### src/rtl/tank_game_pkg.sv
// rtl/tank_game_pkg.sv - shared tank game constants and tank state type
package tank_game_pkg;

    localparam int N_TANKS_DEF   = 5;
    localparam int RELOAD_FRAMES = 60;
    localparam int AMMO_MAX_DEF  = 15;

    localparam logic [1:0] DIR_UP    = 2'd0;
    localparam logic [1:0] DIR_DOWN  = 2'd1;
    localparam logic [1:0] DIR_LEFT  = 2'd2;
    localparam logic [1:0] DIR_RIGHT = 2'd3;

    typedef enum logic [1:0] {
        TS_DEAD,
        TS_READY,
        TS_COOLDOWN
    } tank_state_t;

endpackage

### src/rtl/bullet_fire_scheduler_rr_arbiter.sv
// rtl/bullet_fire_scheduler_rr_arbiter.sv - combinational round-robin arbiter, search starts at ptr
module rr_arbiter #(
    parameter int N  = 5,
    parameter int IW = 3
) (
    input  logic [N-1:0]  req,
    input  logic [IW-1:0] ptr,
    output logic [N-1:0]  grant,
    output logic [IW-1:0] idx,
    output logic          any
);

    int j;

    // Scan offsets from the far end so the lowest offset from ptr overwrites last and wins.
    always_comb begin
        grant = '0;
        idx   = '0;
        any   = 1'b0;
        j     = 0;
        for (int off = N - 1; off >= 0; off--) begin
            j = int'(ptr) + off;
            if (j >= N) begin
                j = j - N;
            end
            if (req[j]) begin
                grant    = '0;
                grant[j] = 1'b1;
                idx      = IW'(j);
                any      = 1'b1;
            end
        end
    end

endmodule

### src/rtl/bullet_fire_scheduler.sv
// rtl/bullet_fire_scheduler.sv - per-tank reload FSMs plus round-robin fire arbitration
// Optional ammo limiting is enabled by defining AMMO_LIMIT_EN.
module bullet_fire_scheduler
    import tank_game_pkg::*;
#(
    parameter int N_TANKS  = N_TANKS_DEF,
    parameter int RELOAD   = RELOAD_FRAMES,
    parameter int AMMO_MAX = AMMO_MAX_DEF
) (
    input  logic               clk_f,
    input  logic               rst,
    input  logic [N_TANKS-1:0] shoot,
    input  logic [N_TANKS-1:0] tank_alive,
    input  logic [N_TANKS-1:0] bullet_active,
    input  logic [N_TANKS-1:0] ammo_refill,
    output logic [N_TANKS-1:0] fire,
    output logic [2:0]         fire_id,
    output logic               fire_valid,
    output logic [N_TANKS-1:0] ready,
    output logic [N_TANKS-1:0] ammo_empty,
    output logic [15:0]        shots_total
);

    logic [N_TANKS-1:0] in_ready;
    logic [N_TANKS-1:0] has_ammo;
    logic [N_TANKS-1:0] eligible;
    logic [N_TANKS-1:0] grant;
    logic [2:0]         grant_idx;
    logic               grant_any;
    logic [2:0]         ptr;

    assign eligible = shoot & tank_alive & ~bullet_active & in_ready & has_ammo;
    assign ready    = in_ready & tank_alive;

    rr_arbiter #(
        .N  (N_TANKS),
        .IW (3)
    ) u_arb (
        .req   (eligible),
        .ptr   (ptr),
        .grant (grant),
        .idx   (grant_idx),
        .any   (grant_any)
    );

    for (genvar i = 0; i < N_TANKS; i++) begin : g_tank
        tank_state_t state;
        logic [5:0]  cd;

        // Losing the tank overrides everything, including a grant in the same cycle.
        always_ff @(posedge clk_f) begin
            if (rst) begin
                state <= TS_READY;
                cd    <= 6'(RELOAD);
            end else if (!tank_alive[i]) begin
                state <= TS_DEAD;
                cd    <= 6'(RELOAD);
            end else begin
                case (state)
                    TS_DEAD: begin
                        state <= TS_READY;
                        cd    <= 6'(RELOAD);
                    end
                    TS_READY: begin
                        if (grant[i]) begin
                            state <= TS_COOLDOWN;
                            cd    <= '0;
                        end
                    end
                    TS_COOLDOWN: begin
                        if (cd == 6'(RELOAD - 1)) begin
                            state <= TS_READY;
                            cd    <= 6'(RELOAD);
                        end else begin
                            cd <= cd + 6'd1;
                        end
                    end
                    default: begin
                        state <= TS_READY;
                        cd    <= 6'(RELOAD);
                    end
                endcase
            end
        end

        assign in_ready[i] = (state == TS_READY);

`ifdef AMMO_LIMIT_EN
        logic [3:0] ammo;

        always_ff @(posedge clk_f) begin
            if (rst) begin
                ammo <= 4'(AMMO_MAX);
            end else if (ammo_refill[i]) begin
                ammo <= 4'(AMMO_MAX);
            end else if (grant[i] && ammo != 4'd0) begin
                ammo <= ammo - 4'd1;
            end
        end

        assign has_ammo[i]   = (ammo != 4'd0);
        assign ammo_empty[i] = (ammo == 4'd0);
`else
        assign has_ammo[i]   = 1'b1;
        assign ammo_empty[i] = 1'b0;
`endif
    end

`ifndef AMMO_LIMIT_EN
    logic unused_refill;
    assign unused_refill = ^ammo_refill;
`endif

    always_ff @(posedge clk_f) begin
        if (rst) begin
            fire        <= '0;
            fire_id     <= '0;
            fire_valid  <= 1'b0;
            shots_total <= '0;
            ptr         <= '0;
        end else begin
            fire       <= grant;
            fire_id    <= grant_idx;
            fire_valid <= grant_any;
            if (grant_any) begin
                ptr         <= (grant_idx == 3'(N_TANKS - 1)) ? 3'd0 : grant_idx + 3'd1;
                shots_total <= shots_total + 16'd1;
            end
        end
    end

endmodule

### config.mk
export PLATFORM = sky130hd
export DESIGN_NAME = bullet_fire_scheduler
export DESIGN_NICKNAME = d
export VERILOG_FILES = /design/src/rtl/tank_game_pkg.sv /design/src/rtl/bullet_fire_scheduler_rr_arbiter.sv /design/src/rtl/bullet_fire_scheduler.sv
export SDC_FILE = /design/constraint.sdc
export NUM_CORES = 1
export LEC_CHECK = 0
export BUFFER_PORTS_ARGS = -buffer_cell sky130_fd_sc_hd__buf_4
export CORE_ASPECT_RATIO = 1.4
export CORE_MARGIN = 1
export CORE_UTILIZATION = 64
export DETAILED_ROUTE_END_ITERATION = 8
export GPL_TIMING_DRIVEN = 0
export PLACE_DENSITY = 0.86
export SLEW_MARGIN = 20
export SYNTH_ARGS = -nofsm -noshare
export SYNTH_HDL_FRONTEND = slang
export SYNTH_SLANG_ARGS = --single-unit
### constraint.sdc
create_clock -name clk_f -period 10.87 [get_ports clk_f]
set_input_delay 2.174 -clock clk_f [delete_from_list [all_inputs] [get_ports clk_f]]
set_output_delay 2.174 -clock clk_f [all_outputs]
set_load 0.02 [all_outputs]
==> impl_metrics.env <==
export IMPL_status="completed"
export IMPL_vias=5912
export IMPL_gr_total_overflow=0
export IMPL_drc=0
export IMPL_viasPerCell=6.67
export IMPL_hold_class="flip-flop to flip-flop"
export IMPL_startpoint_type="primary input"
export IMPL_utilization_pct=76.3
export IMPL_netlist_area_leader_share_pct=24.5
export IMPL_worstHoldStart="g_tank[3].state[0]"
export IMPL_async_flop_share_pct=0
export IMPL_hold_viol=0
export IMPL_synthTopCellsByCount="71 x nand2_1, 68 x dfxtp_1, 68 x nor2_1"
export IMPL_setup_viol_count_final=0
export IMPL_cp_top_family="compound AO/OA/AOI/OAI gates"
export IMPL_drv_slew=0
export IMPL_postSynthCellCount=720
export IMPL_whs_endpoint="g_tank[3].state[0]"
export IMPL_fin_tns_setup_ns=0
export IMPL_clk_insertion_delay_late_ns=0.34
export IMPL_path_buf_inv=2
export IMPL_max_freq_mhz=192
export IMPL_syn2layout_area_growth_pct=14.1
export IMPL_ant_nets=0
export IMPL_clkSinkCount=68
export IMPL_syn_area_um2=5550
export IMPL_synth_area_leaders="dfxtp_1 25%, ha_1 9.0%, nand2_1 4.8%"
export IMPL_clockRootBuffer="clkbuf_16"
export IMPL_place_hpwl_um=12200
export IMPL_slowest_delay_ns=0.46
export IMPL_start_util_pct=66.9
export IMPL_synth_top_area_cell="dfxtp_1"
export IMPL_cts_htree_levels=3
export IMPL_core_rowCount=39
export IMPL_grt_pass1_vias=5678
export IMPL_post_cts_buffers=0
export IMPL_gp_congestion=1.00
export IMPL_worst_slew_pin_transition_ns=0.819
export IMPL_synthDistinctLibCells=86
export IMPL_rsz0062_at_grt="no"
export IMPL_grt_use_total_pct=37.4
export IMPL_drive_gt1_share_pct=13.4
export IMPL_crit_slowest_cell="nor2_1"
export IMPL_synth_edf_count=0
export IMPL_cts_clk_slew_worst_paths_ns=0.06
export IMPL_reg2reg_depth=15
export IMPL_path_max_fanout=8
export IMPL_ys_ff_latch=68
export IMPL_cts_tree="yes"
export IMPL_drt_wl_total_um=16300
export IMPL_cts_hold_buf=0
export IMPL_cellLeakagePower_nw=2.68
export IMPL_grt_antenna_before_repair=0
export IMPL_cp_arrival_ns=5.44
export IMPL_grt_pass1_wl_um=26500
export IMPL_r2r_end="ptr[2]"
export IMPL_die_w_um=80.7
export IMPL_maxCapViolations=0
export IMPL_worstSetupPathType="primary input to flip-flop"
export IMPL_regToRegStartpoint="ptr[1]"
export IMPL_cts_buffers=9
export IMPL_path_cells="buf_4 -> nand4b_1 -> a211oi_1 -> a2bb2oi_1 -> o22a_1 -> nor2_1 -> nand2_1 -> o311ai_0 -> a22o_1 -> inv_1 -> ha_1 -> or3_1 -> a311oi_1"
export IMPL_final_nets=843
export IMPL_ys_warn_count=0
export IMPL_ir_drop_mv=0.230
export IMPL_clockBufferDepth=2
export IMPL_io_pins=57
export IMPL_cp_end_kind="flip-flop"
export IMPL_grt_max_degree=14
export IMPL_design_core_area_um2=8300
export IMPL_yosysSeqAreaShare_pct=24.5
export IMPL_required_ns=11.11
export IMPL_cts_resized=0
export IMPL_drt_iter0_markers=430
export IMPL_whs_path_depth=2
export IMPL_antennaDiodeCount=0
export IMPL_synth_most_common_cell="nand2_1"
export IMPL_first_pass_iters=6
export IMPL_finalClockSkew_ns=0.00918
export IMPL_die_h_um=112
export IMPL_max_slew_margin_pct=45.0
export IMPL_period_needed_ns=5.21
export IMPL_die_area_um2=9060
export IMPL_drt_wirelength_per_cell_um=18.3
export IMPL_synth_flop_cell="dfxtp_1"
export IMPL_reg2reg_slack_ns=5.98
export IMPL_fin_crit_sh_pct=47.9
export IMPL_avgSynthCellArea_um2=7.71
export IMPL_power_density_nw_per_um2=340
export IMPL_numPortBuffers=45
[flip-flops by register name (all words and copies together), names as in the netlist]
name	cells
g_tank.cd	30
shots_total	16
g_tank.state	10
fire	5
fire_id	3
ptr	3
fire_valid	1
[worst register-to-register path, delay by kind of cell, from the launching register on]
family | cells | cell delay, ns
adder cells (fa/ha/maj) | 3 | 0.82
buffers and inverters | 3 | 0.71
AND/OR/NAND/NOR | 3 | 0.66
AO/OA/AOI/OAI | 6 | 2.01
flip-flops | 1 | 0.60
[logic make-up after synthesis]
group	count (synthesis)	synth area share [%]
other	1	0.0675
AOI/OAI and AO/OA	206	26.3
buffers and inverters	69	5.66
muxes	10	2.25
xor gates and xnor gates	20	3.15
DFF	68	24.5
and+or+nand+nor	305	28.6
adders and majority gates	41	9.37
[layout by cell type (no fill, tap or decap), types with 8 or more instances in the layout]
| cell | count |
|---|---|
| nand2_1 | 71 |
| nor2_1 | 68 |
| dfxtp_1 | 68 |
| buf_4 | 50 |
| a21oi_1 | 43 |
| o21ai_0 | 42 |
| ha_1 | 40 |
| inv_1 | 36 |
| nand3_1 | 29 |
| and2_1 | 20 |
| nand2b_1 | 18 |
| nand4_1 | 17 |
| nor3_1 | 15 |
| xor2_1 | 14 |
| buf_2 | 11 |
| clkbuf_1 | 11 |
| a211oi_1 | 11 |
| nor2b_1 | 10 |
| a21o_1 | 10 |
| clkbuf_16 | 9 |
| mux2i_1 | 8 |
| nand3b_1 | 8 |
[how the worst max path moves through the flow]
stage / start / end / slack, ns / cells after the start
floorplan: bullet_active[2] / ptr[2] / 6.18 / 12
global placement: bullet_active[4] / ptr[2] / 5.42 / 11
detailed placement: bullet_active[4] / ptr[2] / 5.44 / 11
CTS: bullet_active[4] / ptr[2] / 5.75 / 11
global route: bullet_active[4] / ptr[2] / 5.55 / 13
finish: bullet_active[4] / ptr[2] / 5.66 / 13
[routing by layer]
metal  wire, um  vias to the layer above  GRT usage [%]
met2       8350                      267           66.9
met1       6250                     2798           40.1
li1           -                     2772              -
met4        824                        0           21.5
met3        850                       75           6.75
met5          0                        -              0
[power breakdown]
| group | total (mW) | switching [mW] | internal [mW] |
|---|---|---|---|
| registers | 0.375 | 0.0610 | 0.314 |
| clock network | 0.294 | 0.115 | 0.179 |
| logic | 1.49 | 0.945 | 0.542 |
| total | 2.16 | 1.12 | 1.03 |
[area by class of cell]
type	count	area (um^2)
Fill cell	605	1960
Buffer	30	168
Clock buffer	9	225
Inverter	39	146
Clock inverter	7	75.1
Tap cell	102	128
Multi-Input combinational cell	587	3890
Timing Repair Buffer	45	338
Sequential cell	68	1360
[stage by stage]
step / cell area (um^2) / instances / hold WS [ns] / setup WS (ns) / power (mW)
floorplan: 5570 / 724 / 0.453 / 6.18 / 1.45
detailed placement: 6030 / 871 / 0.485 / 5.44 / 1.81
finish: 6330 / 887 / 0.486 / 5.66 / 2.16
global route: 6330 / 887 / 0.522 / 5.55 / 2.31
global placement: 6030 / 871 / 0.464 / 5.42 / 1.77
CTS: 6330 / 887 / 0.490 / 5.75 / 2.12
Power figures use the tool's default switching activity.
